===== src/rtl/uart_rx_packer.sv =====
// Collects UART Rx FIFO bytes into tagged, sequenced 51-bit packets with a ready/valid handshake.
// Optional partial-packet flush timer enabled by defining RX_PACKER_TIMEOUT_EN.
`timescale 1ns/1ps
module uart_rx_packer #(
  parameter int unsigned DATA_PACKET_WIDTH = 51,
  parameter int unsigned UART_FIFO_WIDTH   = 8,
  parameter int unsigned STROBE_WIDTH      = 4,
  parameter logic [6:0]  PERIPH_ID         = 7'h01,
  parameter int unsigned TIMEOUT_CYCLES    = 1000
) (
  input  logic                         clk1,
  input  logic                         rst_n,
  input  logic                         rd_f_empty,
  input  logic [UART_FIFO_WIDTH-1:0]   rd_fifo_data,
  output logic                         rd_fifo_en,
  output logic                         pkt_valid,
  input  logic                         pkt_ready,
  output logic [DATA_PACKET_WIDTH-1:0] pkt_data
);

  localparam int unsigned DataW = UART_FIFO_WIDTH * STROBE_WIDTH;

  typedef enum logic [1:0] {S_IDLE, S_WAIT, S_SEND} state_e;

  state_e                  state;
  logic [DataW-1:0]        data, data_nxt;
  logic [STROBE_WIDTH-1:0] strobe, strobe_nxt;
  logic [2:0]              byte_cnt;
  logic [7:0]              seq;
  logic                    last_byte;

`ifdef RX_PACKER_TIMEOUT_EN
  logic [15:0]             timer;
`else
  logic                    unused_timeout;
  assign unused_timeout = ^16'(TIMEOUT_CYCLES);
`endif

  // Gated by rst_n so no read strobe is seen while reset is held.
  assign rd_fifo_en = rst_n && (state == S_IDLE) && !rd_f_empty;
  assign last_byte  = (byte_cnt + 3'd1) == 3'(STROBE_WIDTH);

  // Lane write of the byte returned by the previous read.
  always_comb begin
    data_nxt   = data;
    strobe_nxt = strobe;
    for (int k = 0; k < STROBE_WIDTH; k++) begin
      if (byte_cnt == 3'(k)) begin
        data_nxt[k*UART_FIFO_WIDTH +: UART_FIFO_WIDTH] = rd_fifo_data;
        strobe_nxt[k]                                  = 1'b1;
      end
    end
  end

  always_ff @(posedge clk1 or negedge rst_n) begin
    if (!rst_n) begin
      state     <= S_IDLE;
      data      <= '0;
      strobe    <= '0;
      byte_cnt  <= '0;
      seq       <= '0;
      pkt_valid <= 1'b0;
      pkt_data  <= '0;
`ifdef RX_PACKER_TIMEOUT_EN
      timer     <= '0;
`endif
    end else begin
      case (state)
        S_IDLE: begin
          if (!rd_f_empty) begin
            state <= S_WAIT;
`ifdef RX_PACKER_TIMEOUT_EN
            timer <= '0;
          end else if (byte_cnt != 3'd0) begin
            if (timer == 16'(TIMEOUT_CYCLES - 1)) begin
              pkt_data  <= {PERIPH_ID, seq, strobe, data};
              pkt_valid <= 1'b1;
              state     <= S_SEND;
            end else begin
              timer <= timer + 16'd1;
            end
`endif
          end
        end
        S_WAIT: begin
          data     <= data_nxt;
          strobe   <= strobe_nxt;
          byte_cnt <= byte_cnt + 3'd1;
`ifdef RX_PACKER_TIMEOUT_EN
          timer    <= '0;
`endif
          if (last_byte) begin
            pkt_data  <= {PERIPH_ID, seq, strobe_nxt, data_nxt};
            pkt_valid <= 1'b1;
            state     <= S_SEND;
          end else begin
            state <= S_IDLE;
          end
        end
        S_SEND: begin
          if (pkt_ready) begin
            pkt_valid <= 1'b0;
            pkt_data  <= '0;
            seq       <= seq + 8'd1;
            data      <= '0;
            strobe    <= '0;
            byte_cnt  <= '0;
`ifdef RX_PACKER_TIMEOUT_EN
            timer     <= '0;
`endif
            state     <= S_IDLE;
          end
        end
        default: state <= S_IDLE;
      endcase
    end
  end

endmodule


===== config.mk =====
export PLATFORM = sky130hd
export DESIGN_NAME = uart_rx_packer
export DESIGN_NICKNAME = d
export VERILOG_FILES = /design/src/rtl/uart_rx_packer.sv
export SDC_FILE = /design/constraint.sdc
export NUM_CORES = 1
export LEC_CHECK = 0
export CAP_MARGIN = 0
export CORE_ASPECT_RATIO = 2
export CORE_UTILIZATION = 40
export CTS_CLUSTER_DIAMETER = 50
export DETAILED_ROUTE_END_ITERATION = 8
export PLACE_DENSITY = 0.7
export SLEW_MARGIN = 20
export SYNTH_ARGS = -nofsm -noshare
export SYNTH_HDL_FRONTEND = slang
export SYNTH_SLANG_ARGS = --single-unit

===== constraint.sdc =====
create_clock -name clk1 -period 2.4 [get_ports clk1]
set_input_delay 0.48 -clock clk1 [delete_from_list [all_inputs] [get_ports clk1]]
set_output_delay 0.48 -clock clk1 [all_outputs]
set_load 0.05 [all_outputs]

# Word level (Yosys, flattened, before mapping)
# Index checks and enable logic that the tools add are counted.
[totals] out_inout_bits=53 word_cells=52 in_bits=12 ff_bits=101
[classes] eq_ne=9 addsub=2 muxes=24 reduce_logical=10
[ops] op="$mux 51" count=2
[ops] op="$pmux 51 s2" count=1
[ops] op="$pmux 32 s2" count=1
[ops] op="$mux 32" count=1
[ops] op="$mux 8" count=4
[ops] op="$add 8x1->8 const B" count=1
[ops] op="$pmux 4 s2" count=1
[ops] op="$eq 3x2->1 const B" count=2
[ops] op="$mux 1" count=6
[ops] op="$mux 2" count=3
[ops] op="$ne 2x2->1 const B" count=3
[ops] op="$pmux 2 s3" count=1
[ops] op="$pmux 3 s2" count=1
[ops] op="$reduce_and 2->1" count=3
[ops] op="$mux 4" count=1
[ops] op="$add 3x1->3 const B" count=1
[ops] op="$eq 3x1->1 const B" count=1
[ops] op="$eq 3x3->1 const B" count=1
[ops] op="$logic_not 3->1" count=1
[ops] op="$mux 3" count=1
[ops] op="$reduce_and 3->1" count=1
[ops] op="$eq 2x1->1 const B" count=1
[ops] op="$eq 2x2->1 const B" count=1
[ops] op="$logic_and 1x1->1" count=2
[ops] op="4 further kinds" count=4

# Longest topological paths before layout
# Gate-level depths: netlist of run 1.
[depth] ltp_word=4 depth_mapped=8 depth_no_buf=5

# Least setup slack after synthesis of run 1
# OpenSTA, ideal clock, no wires.
[synth_timing] path_kind="flip-flop to output port" startpoint="register state[0]" endpoint="output port rd_fifo_en" t_arrival_ns=1.310 path_buffers=2 t_required_ns=1.920 slack_ns=0.610 stages_incl_launch_ff=5 cell_sequence="dfrtp_1 buf_6 clkbuf_1 nor3_1 and2_1"
[synth_via] elab_chain_cells=3
[synth_rtl] item="start, declared" line_no="25" source="state_e state;"
[synth_rtl] item="start signal, assigned" line_no="57" source="state <= S_IDLE;"
[synth_rtl] item="start signal, assigned" line_no="71" source="state <= S_WAIT;"
[synth_rtl] item="start signal, assigned" line_no="95" source="state <= S_SEND;"
[synth_rtl] item="$logic_not 2->1" line_no="40" source="assign rd_fifo_en = rst_n && (state == S_IDLE) && !rd_f_empty;"
[synth_rtl] item="$logic_and 1x1->1 (2 in a row)" line_no="40"
[synth_rtl] item="end, declared" line_no="15" source="output logic rd_fifo_en,"
# Every way passes these cells.

# Worst setup path after layout of run 1
[layout_timing] startpoint="register pkt_data[44]" endpoint="output port pkt_data[44]"
[layout_rtl] item="start, declared" line_no="18" source="output logic [DATA_PACKET_WIDTH-1:0] pkt_data"
[layout_rtl] item="start signal, assigned" line_no="93" source="pkt_data <= {PERIPH_ID, seq, strobe_nxt, data_nxt};"
# No word-level cell between the ends.

==> results.toml, run 1 <==
[cells_and_area]
diodes = 0
utilization_pct = 51.7
final_cell_mix = "85 x dfrtp_1, 56 x clkdlybuf4s50_1, 32 x a22o_1"
fin_nets = 366
syn2layout_area_growth_pct = 24.2
layout-drive-gt1-share_pct = 16.1
final_common_cell = "dfrtp_1"

[clock_network]
clock_sinks = 85
postCtsSetupRepairBufs = 0
cts_buffers = 9
cts_max_level = 3
cts-root-buf = "clkbuf_16"
cts_buffer_depth = 2
post_cts_resized = 0
clkTransAtPathRegs_ps = 60
holdBufCountCts = 0
cts_tree = "yes"
clkLatencyLatePin_ps = 340

[die]
dieHeight_um = 142
io-pin-count = 65
rows = 50
design.core.area_um2 = 9450
floorplan.initialDensity_pct = 41.7
die_w_um = 72.2
die-area_um2 = 10300

[placed_design]
port_buffers = 58
gp_congestion = 0.766
dp_hpwl_um = 6080

[sta]
worst_pin_slew_ps = 662
finalSetupTns_ps = 0
setup_viol = 0
finalHoldWorstSlack_ps = 207
rsz0062_at_grt = "no"
fin_crit_sh_pct = 85.6
relSlewSlack_pct = 55.8
finClkSkew_ps = 6.69
timing_hold_violations_final = 0
timing.final.max_slew_violations = 0
finalCriticalPeriod_ps = 2060
fmaxAchievable_mhz = 487

[min_path]
hold_class = "in -> async"

[synthesis]
synth-simple-area-share_pct = 7.66
synth_area_um2 = 3940
async_flop_share_pct = 100
ys_seq_elements = 85
ys_seq_area_share_pct = 54.0
synth_top_family_by_area = "compound AO/OA/AOI/OAI gates"
synth_xor_area_share_pct = 1.56
synth_compound_area_share_pct = 20.8
synth_ff_type = "dfrtp_1"
yosysWarnings = 0
synthCells = 303
synth_edf_count = 0
muxShareOfSynthArea_pct = 6.36
synth.distinct_cells = 44
postSynthAreaPerCell_um2 = 13.0
synthAdderAreaFrac_pct = 1.91

[power_and_ir_drop]
irDropWorstVdd_uv = 626
p_switching_mw = 2.69
seqPwrFrac_pct = 34.4
pwr-share-clk_pct = 22.2
finalPower_mw = 6.76
combPwrFrac_pct = 43.4
power.leakage_nw = 2.23
p_sw_share_pct = 39.8
intPower_mw = 4.07
power_density_nw_per_um2 = 1380

[grt]
antenna_found_initial = 0
grt_pass1_wl_um = 14000
grt_overflow = 0
grt_usage_pct = 18.4
grt_start_max_net_pins = 86
grt_pass1_vias = 2672

[routing]
vias = 2543
vias_per_cell = 5.27
drt_wl_total_um = 8700
post_drt_wl_per_cell_um = 18.0
drt-initial-drc-count = 154
firstDrtPassIters = 4
postRouteAntennaNets = 0
remaining_drc_errors = 0

[setup_path]
cp_slowest_cell = "clkdlybuf4s50_1"
r2r_setup_slack_ps = 540
path_buf_inv = 1
cp.arrival_ps = 1580
cp_cell_sequence = "clkdlybuf4s50_1"
path_class = "reg -> out"
end_kind = "output port"
cp_slowest_stage_delay_ps = 840
crit_family = "buffers and inverters"
critPathLaunchType = "flop"
crit_path_max_fanout = 3
required_ps = 1920

[run]
cap_viol_max_count = 0

[run_status]
outcome = "finished, final reports clean"
==> synth_stat cells (2+ instances only) <==
| library cell | n | area (µm²) |
|---|---|---|
| buf_8 | 2 | 30.0 |
| a311oi_2 | 3 | 45.0 |
| a31oi_1 | 2 | 12.5 |
| inv_1 | 11 | 41.3 |
| nand4_1 | 3 | 18.8 |
| xnor2_1 | 4 | 35.0 |
| a22o_1 | 32 | 280 |
| xor2_1 | 3 | 26.3 |
| o2bb2ai_2 | 20 | 300 |
| nand2b_1 | 3 | 18.8 |
| buf_2 | 9 | 45.0 |
| clkbuf_1 | 3 | 11.3 |
| a311oi_1 | 3 | 26.3 |
| buf_6 | 6 | 67.6 |
| nor2b_1 | 2 | 12.5 |
| nand2_1 | 11 | 41.3 |
| nor2_8 | 2 | 40.0 |
| and2_1 | 2 | 12.5 |
| buf_1 | 8 | 30.0 |
| ha_1 | 6 | 75.1 |
| nor2_1 | 9 | 33.8 |
| mux2i_1 | 25 | 250 |
| a21o_1 | 2 | 15.0 |
| nor3_1 | 4 | 20.0 |
| a32o_1 | 2 | 20.0 |
| dfrtp_1 | 85 | 2130 |
| a21oi_1 | 12 | 60.1 |
| o21ai_0 | 2 | 10.0 |
| o2bb2ai_1 | 4 | 35.0 |
| buf_4 | 9 | 67.6 |
==> registers in the layout, indices dropped and copies added (netlist names) <==
signal	cells
data	24
byte_cnt	3
pkt_data	45
state	2
strobe	3
seq	8
==> logic make-up after synthesis <==
group | count (synthesis)
buf+inv | 49
xor+xnor | 7
flops | 85
simple gates | 46
fa+ha+maj | 6
compound gates | 84
mux | 25
other cells | 1
==> power by group through the flow <==
stage          registers, mW  clock network (mW)  logic (mW)
3_3_place_gp            2.32                   0        2.91
4_1_cts                 2.33                1.52        2.97
2_1_floorplan           3.15                   0        1.28
6_report                2.32                1.50        2.94
3_5_place_dp            2.34                   0        2.96
5_1_grt                 2.39                1.59        3.11
==> stage by stage <==
step,instance area [µm²],cells,worst slack (ps)
finish,4890,483,345
global route,4890,483,275
CTS,4890,483,330
detailed placement,4560,467,415
global placement,4560,467,439
floorplan,3960,308,610
==> cell type report <==
| cell class | instances | area (µm²) |
|---|---|---|
| Clock buffer | 12 | 256 |
| Clock inverter | 4 | 70.1 |
| Fill cell | 816 | 4560 |
| Inverter | 11 | 41.3 |
| Multi-Input combinational cell | 174 | 1540 |
| Sequential cell | 85 | 2130 |
| Tap cell | 130 | 163 |
| Timing Repair Buffer | 67 | 693 |
==> worst paths after layout <==
kind | startpoint | endpoint | cells past startpoint
max in group asynchronous | rst_n | pkt_data[34] | 2
worst max register to register | byte_cnt[0] | data[16] | 5
worst min register to register | strobe[0] | strobe[0] | 1
min in group clk1 | strobe[0] | strobe[0] | 1
worst min-delay path | rst_n | pkt_data[9] | 2
worst max-delay path | pkt_data[44] | pkt_data[44] | 1
==> per-layer routing <==
layer	part of all wire, %	vias to the layer above	track usage, %
met5	0	-	0
met4	4.1	0	10.3
met2	55	63	32.0
met3	2.8	19	4.32
li1	-	1170	-
met1	38	1291	20.2
Note: power is estimated with default switching activity, not from simulation.
==> inputs of run 2 (changes only) <==
CTS_BUF_LIST = sky130_fd_sc_hd__clkbuf_2 sky130_fd_sc_hd__clkbuf_4 sky130_fd_sc_hd__clkbuf_8   (was default)
==> run 2 against run 1 <==
First-iteration DRC count grew 21%; sequential share of layout area grew 0.89 points; global-route usage is essentially flat; largest power group unchanged; sequential power is essentially flat; core utilization shrank 1.0 points; highest routed layer unchanged; critical path type unchanged; clock skew grew 3.5 ps.
==> results.toml, run 2 (same netlist as run 1, synthesis figures left out) <==
[setup_path]
crit_cells = 1
r2r_cells = 5
crit_path_max_fanout = 3
startpoint = "pkt_data[44]"
r2r_setup_slack_ps = 520
crit_family = "buffers and inverters"
cp_slowest_cell = "clkdlybuf4s50_1"
r2r-start = "byte_cnt[0]"
r2r-end = "data[16]"
required_ps = 1920
critPathLaunchType = "flop"
cp_cell_sequence = "clkdlybuf4s50_1"
path_class = "reg -> out"
end_kind = "output port"
path_buf_inv = 1
cp.arrival_ps = 1590
cp_slowest_stage_delay_ps = 840
crit_end = "pkt_data[44]"

[routing]
vias = 2542
post_drt_wl_per_cell_um = 17.9
remaining_drc_errors = 0
vias_per_cell = 5.26
drt-initial-drc-count = 186
drt_wl_total_um = 8630
postRouteAntennaNets = 0
firstDrtPassIters = 4

[clock_network]
post_cts_resized = 0
cts_max_level = 3
cts_tree = "yes"
cts_buffer_depth = 2
holdBufCountCts = 0
clock_sinks = 85
postCtsSetupRepairBufs = 0
cts-root-buf = "clkbuf_8"
clkLatencyLatePin_ps = 360
clkTransAtPathRegs_ps = 80
cts_buffers = 9

[cells_and_area]
layout-drive-gt1-share_pct = 16.4
stdcell_count = 483
utilization_pct = 50.7
postLayoutCellArea_um2 = 4790
top_regs = "pkt_data (45), data (24), seq (8)"
num-fill-cells = 815
diodes = 0
final_common_cell = "dfrtp_1"
largest_register_ffs = 45
final_cell_mix = "85 x dfrtp_1, 56 x clkdlybuf4s50_1, 32 x a22o_1"
syn2layout_area_growth_pct = 21.7
fin_nets = 366
regMostFlops = "pkt_data"

[sta]
finalCriticalPeriod_ps = 2070
timing.final.max_slew_violations = 0
timing_hold_violations_final = 0
finalSetupTns_ps = 0
setup_viol = 0
fin_ws_ps = 332
worst_pin_slew_ps = 667
fmaxAchievable_mhz = 484
finalHoldWorstSlack_ps = 199
rsz0062_at_grt = "no"
relSlewSlack_pct = 55.5
fin_crit_sh_pct = 86.1
finClkSkew_ps = 10.2

[die]
die_w_um = 72.2
rows = 50
floorplan.initialDensity_pct = 41.7
design.core.area_um2 = 9450
io-pin-count = 65
dieHeight_um = 142
die-area_um2 = 10300

[grt]
grtUsageMet1_pct = 20.6
met3_usage_pct = 2.69
grt_usage_pct = 18.4
grtUsageMet2_pct = 32.3
grt_pass1_vias = 2685
grt_start_max_net_pins = 86
grt_overflow = 0
grt_pass1_wl_um = 14100
antenna_found_initial = 0
busiest_layer = "met2"

[min_path]
hold_class = "in -> async"

[placed_design]
dp_hpwl_um = 6080
place_area_um2 = 4560
gp_congestion = 0.766
dpl.cell_count = 467
port_buffers = 58
dp_slack_ps = 415

[power_and_ir_drop]
power.leakage_nw = 2.19
irDropWorstVdd_uv = 698
finalPower_mw = 6.39
power_density_nw_per_um2 = 1330

[run_status]
outcome = "finished, final reports clean"

[run]
cap_viol_max_count = 0
[run 2: power breakdown]
group	internal, mW	switching [mW]	leakage, nW
clock network	0.651	0.487	0.120
logic	1.17	1.77	0.953
registers	1.93	0.388	1.11
total	3.75	2.64	2.19
[run 2: cell type report]
cell class / instances / area (µm²) / share of cell area, %
repair buffers: 67 / 693 / 14.5
well taps: 130 / 163 / 3.40
clock buffers: 12 / 159 / 3.32
multi-input cells: 174 / 1540 / 32.1
flip-flops and latches: 85 / 2130 / 44.4
clock inverters: 4 / 70.1 / 1.46
inverters: 11 / 41.3 / 0.862
[run 2: worst min path at each step]
| stage | slack, ps | startpoint | to |
|---|---|---|---|
| 3_5_place_dp | 470 | strobe[0] | strobe[0] |
| 4_1_cts | 200 | rst_n | pkt_data[9] |
| 3_3_place_gp | 460 | strobe[0] | strobe[0] |
| 5_1_grt | 200 | rst_n | pkt_data[9] |
| 2_1_floorplan | 180 | rst_n | byte_cnt[0] |
| 6_report | 200 | rst_n | pkt_data[12] |
[run 2: layer usage]
layer | up-vias | wire, µm
met5 | - | 0
met4 | 0 | 337
met3 | 18 | 256
met2 | 59 | 4770
met1 | 1296 | 3270
li1 | 1169 | -
==> inputs of run 3 (changes only) <==
CAP_MARGIN = 20   (was 0)
==> results of run 3 <==
No change in the layout: final DEF, timing and power equal those of run 2.
